$ cat config.mk
export PLATFORM = sky130hd
export DESIGN_NAME = ladybird_uart_loader
export DESIGN_NICKNAME = d
export VERILOG_FILES = /design/src/rtl/ladybird_uart_loader.sv
export SDC_FILE = /design/constraint.sdc
export NUM_CORES = 1
export LEC_CHECK = 0
export CAP_MARGIN = 40
export CORE_MARGIN = 2
export CORE_UTILIZATION = 40
export CTS_CLUSTER_SIZE = 25
export DETAILED_ROUTE_END_ITERATION = 6
export PLACE_DENSITY = 0.7
export SLEW_MARGIN = 30
export SYNTH_ARGS = -nofsm -noshare
export SYNTH_HDL_FRONTEND = slang
export SYNTH_SLANG_ARGS = --single-unit
$ cat constraint.sdc
create_clock -name clk -period 2.6 [get_ports clk]
set_clock_uncertainty 0.2 [all_clocks]
set_input_delay 0.52 -clock clk [delete_from_list [all_inputs] [get_ports clk]]
set_output_delay 0.52 -clock clk [all_outputs]
set_load 0.005 [all_outputs]
$ cat src/rtl/ladybird_uart_loader.sv
// UART boot loader: parses SYNC/ADDR/COUNT/DATA/CSUM frames from a byte stream
// and issues word-wide memory writes, with an inter-byte timeout abort.
module ladybird_uart_loader #(
  parameter logic [7:0]  SYNC_BYTE = 8'hA5,
  parameter logic [19:0] TIMEOUT   = 20'hFFFFF
) (
  input  logic        clk,
  input  logic        rst,
  input  logic        in_valid,
  input  logic [7:0]  in_data,
  output logic        in_ready,
  output logic        mem_valid,
  output logic [31:0] mem_addr,
  output logic [31:0] mem_wdata,
  input  logic        mem_ready,
  output logic        busy,
  output logic        done,
  output logic        error
);

  typedef enum logic [2:0] {IDLE, ADDR, LEN, DATA, WRITE, CSUM} state_t;

  state_t      state;
  logic [31:0] shift;
  logic [1:0]  idx;
  logic [7:0]  csum;
  logic [15:0] remaining;
  logic [19:0] tcnt;
  logic        accept;
  logic [31:0] word;

  assign accept = in_valid & in_ready;
  // Bytes arrive LSB first, so each new byte enters at the top and shifts down.
  assign word   = {in_data, shift[31:8]};

  always_ff @(posedge clk) begin
    if (rst) begin
      state     <= IDLE;
      in_ready  <= 1'b1;
      mem_valid <= 1'b0;
      mem_addr  <= 32'd0;
      mem_wdata <= 32'd0;
      busy      <= 1'b0;
      done      <= 1'b0;
      error     <= 1'b0;
      shift     <= 32'd0;
      idx       <= 2'd0;
      csum      <= 8'd0;
      remaining <= 16'd0;
      tcnt      <= 20'd0;
    end else begin
      done <= 1'b0;
      case (state)
        IDLE: begin
          if (accept && in_data == SYNC_BYTE) begin
            state <= ADDR;
            busy  <= 1'b1;
            error <= 1'b0;
            csum  <= 8'd0;
            idx   <= 2'd0;
            tcnt  <= 20'd0;
          end
        end

        WRITE: begin
          if (mem_ready) begin
            mem_valid <= 1'b0;
            mem_addr  <= mem_addr + 32'd4;
            remaining <= remaining - 16'd1;
            in_ready  <= 1'b1;
            idx       <= 2'd0;
            tcnt      <= 20'd0;
            state     <= (remaining == 16'd1) ? CSUM : DATA;
          end
        end

        default: begin
          // Timeout wins over a byte arriving in the same cycle; any partial word is dropped.
          if (tcnt == TIMEOUT) begin
            state    <= IDLE;
            busy     <= 1'b0;
            in_ready <= 1'b1;
            error    <= 1'b1;
            idx      <= 2'd0;
          end else if (accept) begin
            tcnt  <= 20'd0;
            shift <= word;
            idx   <= idx + 2'd1;
            if (state != CSUM) csum <= csum ^ in_data;
            case (state)
              ADDR: begin
                if (idx == 2'd3) begin
                  mem_addr <= {word[31:2], 2'b00};
                  idx      <= 2'd0;
                  state    <= LEN;
                end
              end
              LEN: begin
                if (idx == 2'd1) begin
                  remaining <= word[31:16];
                  idx       <= 2'd0;
                  state     <= (word[31:16] != 16'd0) ? DATA : CSUM;
                end
              end
              DATA: begin
                if (idx == 2'd3) begin
                  mem_wdata <= word;
                  mem_valid <= 1'b1;
                  in_ready  <= 1'b0;
                  state     <= WRITE;
                end
              end
              CSUM: begin
                if (in_data == csum) done <= 1'b1;
                else error <= 1'b1;
                state <= IDLE;
                busy  <= 1'b0;
                idx   <= 2'd0;
              end
              default: ;
            endcase
          end else begin
            tcnt <= tcnt + 20'd1;
          end
        end
      endcase
    end
  end

endmodule
[After elaboration in Yosys (flattened, before gate mapping)]
Cells that the tools add are included.
Word-level totals
  memory bits (writable): 0
  memories: 0
  register bits after elaboration: 150
  word-level logic and storage cells: 143
  output and inout bits: 69
  bits in latches: 0
  bits in read-only memories: 0
  input bits: 12
Cells by class
  $mul: 0
  divide/modulo/power cells: 0
  reduce and logical (&&, ||, !) cells: 32
  magnitude comparators: 0
  $add $sub $neg: 4
  shifts and indexed selects: 0
  bitwise logic cells: 8
  eq/ne operators: 21
  mux-type cells: 65
Operator list (number)
  $mux 32: 5
  $mux 16: 5
  $mux 20: 4
  $pmux 32 s2: 1
  $pmux 20 s2: 1
  $add 32x3->32 const B: 1
  $mux 8: 4
  $pmux 16 s2: 1
  $mux 3: 9
  $add 20x1->20 const B: 1
  $eq 20x20->1 const B: 1
  $mux 1: 20
  $reduce_and 5->1: 4
  $reduce_and 6->1: 3
  $eq 16x1->1 const B: 1
  $pmux 8 s2: 1
  $reduce_bool 16->1: 1
  $reduce_bool 2->1: 8
  $sub 16x1->16 const B: 1
  $ne 5x5->1 const B: 3
  $reduce_bool 3->1: 5
  $mux 2: 6
  $pmux 3 s4: 1
  $reduce_and 3->1: 3
  other kinds (28): 40

[Depth between registers and ports, before layout]
  word-level depth: 7
  mapped depth: 10
  depth with buffers taken out: 8

[Least setup slack after synthesis]
Ideal clock, no wire load.
  path kind: input to register
  start: input in_valid
  end: register mem_addr[26]
  buffers on the path: 0
  stages on the path: 6
  setup time: 0.086 ns
  data required time: 2.314 ns
  path slack: 0.358 ns
  arrival: 1.955 ns
  cell sequence: nand2_2 or4_4 a21oi_2 nor2_2 or3_1 a221oi_2
On the way
  longest elaborated chain between the ends: 3
Ends and longest elaborated chain
  start, declared: RTL line 9  | input logic in_valid,
  $and 1x1->1: RTL line 32  | assign accept = in_valid & in_ready;
  $reduce_bool 2->1 (no line)
  $reduce_and 6->1 (no line)
  end signal, assigned: RTL line 68  | mem_addr <= mem_addr + 32'd4;
  end signal, assigned: RTL line 93  | mem_addr <= {word[31:2], 2'b00};
  end, declared: RTL line 13  | output logic [31:0] mem_addr,
No other way between the ends.
A chain may end at the register's enable or synchronous reset.

[Worst setup path in the final report]
  start: register mem_addr[11]
  end: register mem_addr[31]
On the way
  longest elaborated chain between the ends: 3
Ends and longest elaborated chain
  $add 32x3->32: RTL line 68
  $mux 32: RTL line 66  | if (mem_ready) begin
  $pmux 32 s2: RTL line 53  | case (state)
No other way between the ends. The select of a mux whose other input is x is not followed.

==> results.md <==
* Post-route DRC at 1
* Hold path start: mem_wdata[21]
* First-pass GRT wire length at 33.4 mm
* Reg2Reg Setup Slack at 210 ps
* Routed Antenna Nets at 0
* Clock-pin slew on the worst setup and hold paths at 70 ps
* I/O Buffers at 78
* Synth Instances at 916
* Total die area at 0.0188 mm²
* Max-Cap Viols at 0
* Busiest layer in global routing: met2
* Met3 Usage GRT at 0.0393
* Tot GR Track Use at 0.228
* Met1 Usage GRT at 0.288
* EDFF count, synth at 0
* Worst min-delay path class: flop to flop
* Post-Layout Cell Count at 1257
* Area grow syn2layout at 28.1%
* Commonest non-fill, non-tap cell in the layout: nand2_1
* Top_reg_cell synth: dfxtp_1
* Design area at 0.00907 mm²
* Crit path DAT at 2540 ps
* TritonRoute pass-1 iters at 7
* Setup crit start kind: flop
* Req. time, crit path at 2750 ps
* Worst R2R Start: mem_addr[11]
* FP Rows at 48
* Hold Crit Depth at 2
* Routed wire per std cell at 16.6 µm
* Period Utilization, post-route at 0.921
* Min setup slack post-route at 206 ps
* Post-DR vias/cell at 5.63
* Horiz. Die Dim at 137 µm
* # fillers at 1653
* Post-synth cell types at 73
* Initial antenna violation count at 0
* Flops & latches, synth at 140
* Most frequent cells in the layout: 146 x nand2_1, 140 x dfxtp_1, 105 x nor2_1
* Worst Tran Pin Value at 599 ps
* Pre-CTS setup slack at -186 ps
* Clk buf depth at 2
* Gpl congestion at 0.942
* Asr flop ratio synth at 0
* Hold Fails Final Rpt at 0
* Placed insts at 1225
* Vias in the first global route at 6396
* Largest net degree at the start of global routing at 54
* Worst Path Max Fanout at 7
* Status: finished, violations left
* Leakage at 3.13 nW
* Worst Reg2Reg Path Length in Cells at 6
* Seq/Total Area, Yosys at 0.396
* Final number of max-transition violations at 0
* Root buffer cell: clkbuf_16
* Diodes inserted at 0
* Relative slew slack at 0.597
* TritonCTS clock tree: done
* Setup TNS at 0 ps
* Power Density at 622 mW/mm²
* Hpwl dp at 14.8 mm
* Final wirelength at 20.9 mm
* Failing checks: DRC
* Max Fclk at 418 MHz
* IO Count at 81
* Fin crit period at 2390 ps
* Setup Buffers After CTS at 0
* Final setup viols at 0
* H-Tree Depth at 4
* Die height at 137 µm
* # hold bufs at CTS at 0
* Total grt overflow at 0
* Cts repair resizes at 0
* Ys Warns at 0
* Clock Latency Late Sink at 440 ps
* Starting Density at 0.409
* Met2 Track Usage GR at 0.377
* Avg Inst Size Synth at 7.73 µm²
* Hold endpoint: mem_wdata[21]
* RSZ-0062 raised after global routing: false
* Clock buffer count from CTS at 17
* Reg2reg end: mem_addr[31]
* Placeable Area at 0.0173 mm²
* Routed via count at 7073
* DP Area at 0.00845 mm²
* Share of layout cells above drive strength 1 at 0.117
* 1st-iter DRT viols at 761
* Worst IR drop on VDD at 493 µV
* Nets at 1038
* CP Capture Type: flop
* Synth Cell Area at 0.00708 mm²
* Crit Path Class: flop to flop
* Clk sink count at 140
[stage by stage]
step | hold slack [ps] | total power [mW] | utilization
finish | 255 | 5.64 | 0.525
detailed placement | 246 | 3.20 | 0.489
global placement | 240 | 3.19 | 0.489
global route | 274 | 5.85 | 0.525
CTS | 256 | 5.67 | 0.525
floorplan | 231 | 2.91 | -
[cell families after synthesis]
| logic type | Yosys count | synth area share |
|---|---|---|
| xor+xnor | 24 | 0.0297 |
| other cells | 1 | 0.000530 |
| buf+inv | 78 | 0.0491 |
| simple gates | 407 | 0.278 |
| compound gates | 234 | 0.200 |
| flops | 140 | 0.396 |
| mux | 25 | 0.0353 |
| fa+ha+maj | 7 | 0.0124 |
[synthesized netlist by cell type (11+ instances only)]
master | count | area share
buf_2 | 17 | 0.012
xor2_1 | 18 | 0.022
nor4_1 | 16 | 0.014
inv_1 | 14 | 0.0074
a21oi_1 | 92 | 0.065
o21ai_0 | 64 | 0.045
nor3_1 | 23 | 0.016
nor2_1 | 105 | 0.056
nand3_1 | 22 | 0.016
and3_1 | 11 | 0.0097
o31ai_1 | 11 | 0.012
nand2b_1 | 17 | 0.015
mux2i_1 | 25 | 0.035
dfxtp_1 | 140 | 0.40
nand2_1 | 146 | 0.077
nand4_1 | 21 | 0.019
clkbuf_1 | 39 | 0.021
[power by group]
group / total [mW] / internal [mW] / leakage, nW / switching (mW)
clock network: 2.48 / 1.31 / 0.299 / 1.17
logic: 0.838 / 0.338 / 1.70 / 0.499
registers: 2.33 / 2.22 / 1.13 / 0.106
[final cells by class]
class / count / area [µm²] / area share
Multi-Input combinational cell: 699 / 3930 / 0.434
Sequential cell: 140 / 2800 / 0.309
Timing Repair Buffer: 147 / 1380 / 0.153
Clock buffer: 17 / 425 / 0.0469
Tap cell: 225 / 282 / 0.0310
Clock inverter: 15 / 194 / 0.0214
Inverter: 14 / 52.6 / 0.00579
[flip-flops by register name, summed over array words and instances (netlist names)]
| name | count |
|---|---|
| mem_wdata | 32 |
| mem_valid | 1 |
| remaining | 16 |
| error | 1 |
| csum | 8 |
| state | 3 |
| in_ready | 1 |
| shift | 24 |
| busy | 1 |
| tcnt | 20 |
| idx | 2 |
| done | 1 |
| mem_addr | 30 |
[routing by layer]
layer	up-vias	routed length, µm	part of all wire
met5	-	0	0
met2	264	9900	0.47
met1	3307	8990	0.43
li1	3453	-	-
met3	49	1250	0.060
met4	0	712	0.034
[how the worst max path moves through the flow]
stage	start	endpoint	slack, ps	depth (start not counted)
floorplan	in_valid	mem_addr[26]	360	6
global placement	in_data[1]	tcnt[13]	-180	9
detailed placement	in_data[1]	tcnt[11]	-190	9
CTS	in_data[1]	tcnt[11]	240	9
global route	in_data[1]	tcnt[13]	40	9
finish	mem_addr[11]	mem_addr[31]	210	6
[worst max-delay path, cell delays in order, from the launching register on]
cell,delay (ps)
dfxtp_1,460
nand3_2,150
nor4_2,540
and3_1,310
nand2_1,100
o32a_1,340
o32ai_2,200
Power figures use the tool's default switching activity.
